File: src/rtl/alu_seq_unit.sv
// alu_seq_unit: execute-stage ALU, 1-cycle ops plus a shift-add MUL with start/busy/done handshake.
// Define ALU_MUL_EARLY_EXIT_EN to end MUL once the remaining multiplier is zero.
module alu_seq_unit #(
   parameter int WIDTH = 32,
   parameter int CNT_W = 6
) (
   input  logic             clk,
   input  logic             reset,
   input  logic             start,
   input  logic [3:0]       alucontrol,
   input  logic [WIDTH-1:0] a,
   input  logic [WIDTH-1:0] b,
   input  logic [4:0]       shamt,
   output logic [WIDTH-1:0] result,
   output logic             zero,
   output logic             busy,
   output logic             done
);
   typedef enum logic {S_IDLE, S_MUL} state_t;
   localparam logic [3:0] OP_ADD = 4'b0010, OP_SUB = 4'b0110, OP_AND = 4'b0000,
                          OP_OR  = 4'b0001, OP_NOR = 4'b1100, OP_SLT = 4'b0111,
                          OP_SLL = 4'b0011, OP_SRL = 4'b1011, OP_MUL = 4'b1111;
   state_t           state_q;
   logic [WIDTH-1:0] result_q, res_d, mcand_q, mplier_q, acc_q;
   logic [CNT_W-1:0] cnt_q;
   logic             zero_q, done_q, fin;
   always_comb begin
      res_d = '0;
      case (alucontrol)
         OP_ADD:  res_d = a + b;
         OP_SUB:  res_d = a - b;
         OP_AND:  res_d = a & b;
         OP_OR:   res_d = a | b;
         OP_NOR:  res_d = ~(a | b);
         OP_SLT:  res_d = {{(WIDTH-1){1'b0}}, $signed(a) < $signed(b)};
         OP_SLL:  res_d = b << shamt;
         OP_SRL:  res_d = b >> shamt;
         default: res_d = '0;
      endcase
   end
`ifdef ALU_MUL_EARLY_EXIT_EN
   assign fin = (cnt_q == CNT_W'(WIDTH)) || (mplier_q == '0);
`else
   assign fin = cnt_q == CNT_W'(WIDTH);
`endif
   always_ff @(posedge clk) begin
      if (reset) begin
         state_q  <= S_IDLE;
         result_q <= '0;
         zero_q   <= 1'b1;
         done_q   <= 1'b0;
         mcand_q  <= '0;
         mplier_q <= '0;
         acc_q    <= '0;
         cnt_q    <= '0;
      end else begin
         done_q <= 1'b0;
         case (state_q)
            S_IDLE: if (start) begin
               if (alucontrol == OP_MUL) begin
                  mcand_q  <= a;
                  mplier_q <= b;
                  acc_q    <= '0;
                  cnt_q    <= '0;
                  state_q  <= S_MUL;
               end else begin
                  result_q <= res_d;
                  zero_q   <= res_d == '0;
                  done_q   <= 1'b1;
               end
            end
            default: if (fin) begin
               result_q <= acc_q;
               zero_q   <= acc_q == '0;
               done_q   <= 1'b1;
               state_q  <= S_IDLE;
            end else begin
               if (mplier_q[0]) acc_q <= acc_q + mcand_q;
               mcand_q  <= mcand_q << 1;
               mplier_q <= mplier_q >> 1;
               cnt_q    <= cnt_q + CNT_W'(1);
            end
         endcase
      end
   end
   assign result = result_q;
   assign zero   = zero_q;
   assign busy   = state_q == S_MUL;
   assign done   = done_q;
endmodule
File: config.mk
export PLATFORM = sky130hd
export DESIGN_NAME = alu_seq_unit
export DESIGN_NICKNAME = d
export VERILOG_FILES = /design/src/rtl/alu_seq_unit.sv
export SDC_FILE = /design/constraint.sdc
export NUM_CORES = 1
export LEC_CHECK = 0
export CAP_MARGIN = 20
export CORE_MARGIN = 5
export CORE_UTILIZATION = 40
export DETAILED_ROUTE_END_ITERATION = 10
export PLACE_DENSITY = 0.64
export SKIP_LAST_GASP = 1
export SLEW_MARGIN = 20
export SYNTH_ARGS = -nofsm -noshare
export SYNTH_HDL_FRONTEND = slang
export SYNTH_SLANG_ARGS = --single-unit
File: constraint.sdc
create_clock -name clk -period 4.7 [get_ports clk]
set_input_delay 0.47 -clock clk [delete_from_list [all_inputs] [get_ports clk]]
set_output_delay 0.47 -clock clk [all_outputs]
set_load 0.02 [all_outputs]
After elaboration in Yosys (flattened, before gate mapping)
Index checks and enable logic that the tools add are counted.

storage, ports and cells
  input port bits = 76
  output and inout port bits = 35
  word-level logic and storage cells = 73
  register bits = 137

operators by class
  order comparisons = 1
  bitwise logic cells = 3
  multiplexer cells = 34
  $add $sub $neg = 4
  reduce and logical (&&, ||, !) cells = 8
  shifts and indexed selects = 2
  eq/ne operators = 13

operators with widths
  cell                   count
  $mux W32               17
  $pmux W32 S8           1
  $add A32 B32 Y32       2
  $logic_not A32 Y1      2
  $and A32 B32 Y32       1
  $lt A32 B32 Y1         1
  $not A32 Y32           1
  $or A32 B32 Y32        1
  $shl A32 B5 Y32        1
  $shr A32 B5 Y32        1
  $sub A32 B32 Y32       1
  $mux W6                4
  $eq A4 B4 Y1 const B   3
  $mux W1                12
  $eq A4 B2 Y1 const B   2
  $eq A4 B3 Y1 const B   2
  $add A6 B1 Y6 const B  1
  $eq A6 B6 Y1 const B   1
  $reduce_and A3 Y1      2
  $eq A4 B1 Y1 const B   1
  $logic_not A4 Y1       1
  $ne A2 B1 Y1 const B   2
  $ne A2 B2 Y1 const B   2
  $reduce_and A4 Y1      1
  $reduce_bool A2 Y1     2

Depth between registers and ports, before layout
  depth after elaboration = 7
  mapped depth = 17
  depth with buffers taken out = 15

Worst setup path after synthesis
OpenSTA, ideal clock, no wires.

  kind = input-to-reg
  start point = in a[0]
  end point = reg zero_q (netlist: zero)
  data required time = 4.638 ns
  path buffers = 0
  library setup time = 0.062 ns
  stages on the path = 14
  slack = 1.133 ns
  data arrival time = 3.505 ns
  path through = inv_1 -> ha_1 -> fa_1 -> nor2_1 -> o311ai_0 -> and3_1 -> nor4_1 -> o21ai_1 -> a211oi_1 -> a31oi_1 -> nor4b_1 -> o32ai_1 -> or4_1 -> nand3_1

between the ends
  cells in the longest elaborated chain, start to end = 7
  elaborated cells on any way between the ends = 11
  those cells by class = 2 x add/sub; 1 x order compare; 4 x mux; 3 x bitwise; 1 x reduce/logical

RTL lines
  what                                                      line  RTL
  from (decl)                                               11    input logic [WIDTH-1:0] a,
  branches (longest 2 deep; another with $sub A32 B32 Y32)  --
  $pmux W32 S8 *                                            29    case (alucontrol)
  $logic_not A32 Y1 *                                       68    zero_q <= res_d == '0;
  $mux W1 *                                                 60    if (alucontrol == OP_MUL) begin
  $mux W1 *                                                 59    S_IDLE: if (start) begin
  $mux W1 *                                                 58    case (state_q)
  to (signal assigned)                                      50    zero_q <= 1'b1;
  to (signal assigned)                                      68
  to (signal assigned)                                      74    zero_q <= acc_q == '0;
  to (decl)                                                 26    logic zero_q, done_q, fin;

Every way passes the cells marked *. The select of a mux whose other input is x is not followed.
A chain may end at the register's enable or synchronous reset.

Worst setup path in the final report
Same ends and word-level chain as after synthesis.

==> implementation parameters <==
Parameter                              Value

Floorplanning
  Core area    40800 sq um
  Die Height    213 um
  Row count    74
  DIE WIDTH    213 um
  Initial core utilization    40.4%
  I/O pin count    111
  Die Footprint    45400 sq um

Placed design
  Worst Setup Slack post-DPL    -406 ps
  HPWL reported at the end of detailed placement    70.8 mm
  Count of input and output buffers    110
  Last weighted congestion value of the routability-driven placer    1.08

Route
  Via count    19408
  Routed wire length    86.0 mm
  Avg Vias per Cell    6.32
  Number of detailed-routing iterations run before antenna repair    6
  DRC viols    0
  Initial detailed-routing violation count    2060
  Average wire per standard cell    28.0 um
  Number of nets still failing antenna checks after routing    0

Layout
  Leading cell types in the layout, fill and taps excluded    sky130_fd_sc_hd__buf_4, sky130_fd_sc_hd__nor2_1, sky130_fd_sc_hd__nand2_1
  Synth-to-layout area growth    28.0%
  ANT cells    0
  Leading cell type in the layout, fill and taps excluded    sky130_fd_sc_hd__buf_4
  Share of layout cells above drive strength 1    19.8%
  Fraction of the core area covered by cells at the end of the flow    51.8%
  Total number of nets in the final design    2750

Critical path
  Kind of start point of the critical path    primary input
  Kind of critical path    in2reg
  Critical path fanouts, max    4
  Cell mode on critical path    sky130_fd_sc_hd__nand4_1
  Highest cell delay on the worst timing path    580 ps
  Req. time, crit path    5070 ps
  Critical Path Slowest Stage Cell    sky130_fd_sc_hd__clkdlybuf4s50_1
  Critical path endpoint category    register
  Endpoint of the worst register-to-register path    acc_q[31]$_SDFFE_PP0P_
  Endpoint arrival time on the critical path    4940 ps
  Worst R2R Path Depth    13
  Source of the worst register-to-register timing path    mcand_q[0]$_SDFFE_PP0P_
  Crit-path cells    clkdlybuf4s50_1 > inv_1 > ha_1 > fa_1 > nor2_1 > o311ai_0 > buf_4 > and3_1 > o31ai_1 > a21oi_1 > a221o_1 > a221oi_1 > nand4_1 > nor4_4 > nand4_1 > or4_1 > nand3_1
  Worst reg2reg setup slack    600 ps

Clock network
  Clock-pin transition on the worst setup and hold timing paths    60 ps
  Library cell used as clock root buffer    sky130_fd_sc_hd__clkbuf_16
  TritonCTS Buffers    17
  CTS sink count    137
  Post-CTS Hold Fix Bufs    0
  Clock H-tree levels    4
  Clock tree from TritonCTS    built
  Clock latency on the worst-skew pair    440 ps
  Maximum clock path buffer count    2
  Setup repair bufs after CTS    0

STA
  Worst setup margin    128 ps
  Post-Route Skew    12.4 ps
  Final Hold Viols    0
  Final Critical Period    4570 ps
  Number of max-slew violations in the final report    0
  Max Freq    219 MHz
  Remaining max-slew budget at the tightest pin    29.4%
  Portion of the clock cycle consumed by the worst path in the final layout    97.3%
  Final setup violating endpoints    0
  Unrepaired setup endpoints after global routing    false
  Slew at the pin closest to its max-slew limit    1050 ps

Worst hold path
  Hold EP    result[10]$_SDFFE_PP0P_
  Startpoint of the tightest hold check path    result[10]$_SDFFE_PP0P_
  Hold Path Depth    2
  HP Class    reg2reg

Run
  Max_cap viols    0

GRT
  Maximum number of pins on one net before global-route repair    71
  Wire length of the first global-routing pass    125 mm
  All-layer global routing usage    36.8%
  Initial antenna violation count    1
  Number of global-route vias before repair    18600
  Residual overflow from global routing    0

Synth
  Number of distinct library cell variants in the gate-level netlist after synthesis    100
  FFs w/ async S/R, synth    0%
  Sequential share of the synthesized area    16.6%
  Post-synthesis cell count    2182
  Total nets after synthesis    2407
  Synthesized area divided by synthesized cell count    7.57 sq um
  Yosys warning total    0
  Mapped Area    16500 sq um
  Main synth FF type    sky130_fd_sc_hd__dfxtp_1
  Number of storage elements in the synthesis netlist    137
  EDFF count, synth    0

Outcome
  Outcome    complete, no violations

Power and ir drop
  Standby leakage power    8.83 nW
  Total power per unit cell area    220 nW/um^2
  Maximum vdd drop    240 uV
==> cell families (layout without fill, tap and decap cells) <==
family / after synthesis / after routing / synth area share (%)
adders and majority gates: 149 / 149 / 11.4
muxes: 180 / 180 / 13.4
DFF: 137 / 137 / 16.6
xor gates and xnor gates: 43 / 43 / 2.28
and+or+nand+nor: 708 / 708 / 20.3
AOI/OAI and AO/OA: 704 / 704 / 29.2
buffers and inverters: 261 / 617 / 6.73
==> state kept, by name (all words and copies together), names as in the netlist <==
name and cells:
busy 1, mcand_q 32, zero 1, mplier_q 32, cnt_q 6, result 32
acc_q 32, done 1
==> routing by layer <==
layer	global-route usage [%]	part of all wire, %
met1	49.9	43
met5	0	0.015
met4	20.5	7.0
met3	6.92	7.9
met2	55.2	42
==> what timing repair did <==
action                                 4_1_cts  5_1_grt
gates resized for setup                      0        8
endpoints found under the hold margin        0        0
setup endpoints to repair                    0        2
==> cell type report <==
type,count,area (sq um)
clock buffer,19,433
fill,4041,19700
clock inverter,13,145
multi-input combinational,1784,12700
tap,532,666
inverter,104,390
sequential,137,2750
timing repair buffer,481,4020
==> cells in the mapped netlist, types with 21 or more instances <==
cell                       instances  area (sq um)
sky130_fd_sc_hd__a211oi_1         95           713
sky130_fd_sc_hd__xnor2_1          36           315
sky130_fd_sc_hd__nand2b_1         21           131
sky130_fd_sc_hd__mux2i_1         121          1210
sky130_fd_sc_hd__nand3_1          55           275
sky130_fd_sc_hd__nor4_1           28           175
sky130_fd_sc_hd__a22oi_1          42           315
sky130_fd_sc_hd__inv_1           101           379
sky130_fd_sc_hd__a21oi_1         175           876
sky130_fd_sc_hd__mux4_2           28           631
sky130_fd_sc_hd__o211ai_1         36           270
sky130_fd_sc_hd__o21ai_0          80           400
sky130_fd_sc_hd__nor2_1          228           856
sky130_fd_sc_hd__nand4_1          22           138
sky130_fd_sc_hd__a21o_1           31           233
sky130_fd_sc_hd__nor3_1           41           205
sky130_fd_sc_hd__dfxtp_1         137          2740
sky130_fd_sc_hd__o22ai_1          38           238
sky130_fd_sc_hd__clkbuf_1        113           424
sky130_fd_sc_hd__ha_1            146          1830
sky130_fd_sc_hd__nand2_1         193           724
==> through the flow <==
| stage | area, sq um | hold slack, ps | total power (W) | setup TNS (ps) | std cells |
|---|---|---|---|---|---|
| 3_5_place_dp | 20500 | 444 | 0.00325 | -778 | 3038 |
| 2_1_floorplan | 16500 | 448 | 0.00225 | 0 | 2182 |
| 3_3_place_gp | 20500 | 443 | 0.00325 | -759 | 3038 |
| 6_report | 21100 | 452 | 0.00465 | 0 | 3070 |
| 5_1_grt | 21100 | 475 | 0.00483 | 0 | 3070 |
| 4_1_cts | 21100 | 453 | 0.00461 | 0 | 3070 |
==> how the worst max path moves through the flow <==
stage | startpoint | endpoint | slack, ps | cells after the start
2_1_floorplan | a[0] | zero$_SDFFE_PP1P_ | 1130 | 14
3_3_place_gp | a[0] | zero$_SDFFE_PP1P_ | -370 | 18
3_5_place_dp | a[1] | zero$_SDFFE_PP1P_ | -410 | 15
4_1_cts | a[1] | zero$_SDFFE_PP1P_ | 50 | 15
5_1_grt | a[0] | zero$_SDFFE_PP1P_ | 20 | 18
6_report | a[0] | zero$_SDFFE_PP1P_ | 130 | 17
==> power breakdown <==
group          switching [W]  leakage [nW]  internal (W)
Clock               0.000563         0.275      0.000786
Sequential         0.0000330          1.11       0.00121
Combinational        0.00122          7.44      0.000846
Total                0.00181          8.83       0.00284
==> critical path: cells and delay by family <==
kind | cells | cell delay, ps
AND/OR/NAND/NOR | 7 | 1680
AO/OA/AOI/OAI | 5 | 1330
buffers and inverters | 3 | 830
adder cells (fa/ha/maj) | 2 | 650
Power figures use the tool's default switching activity.
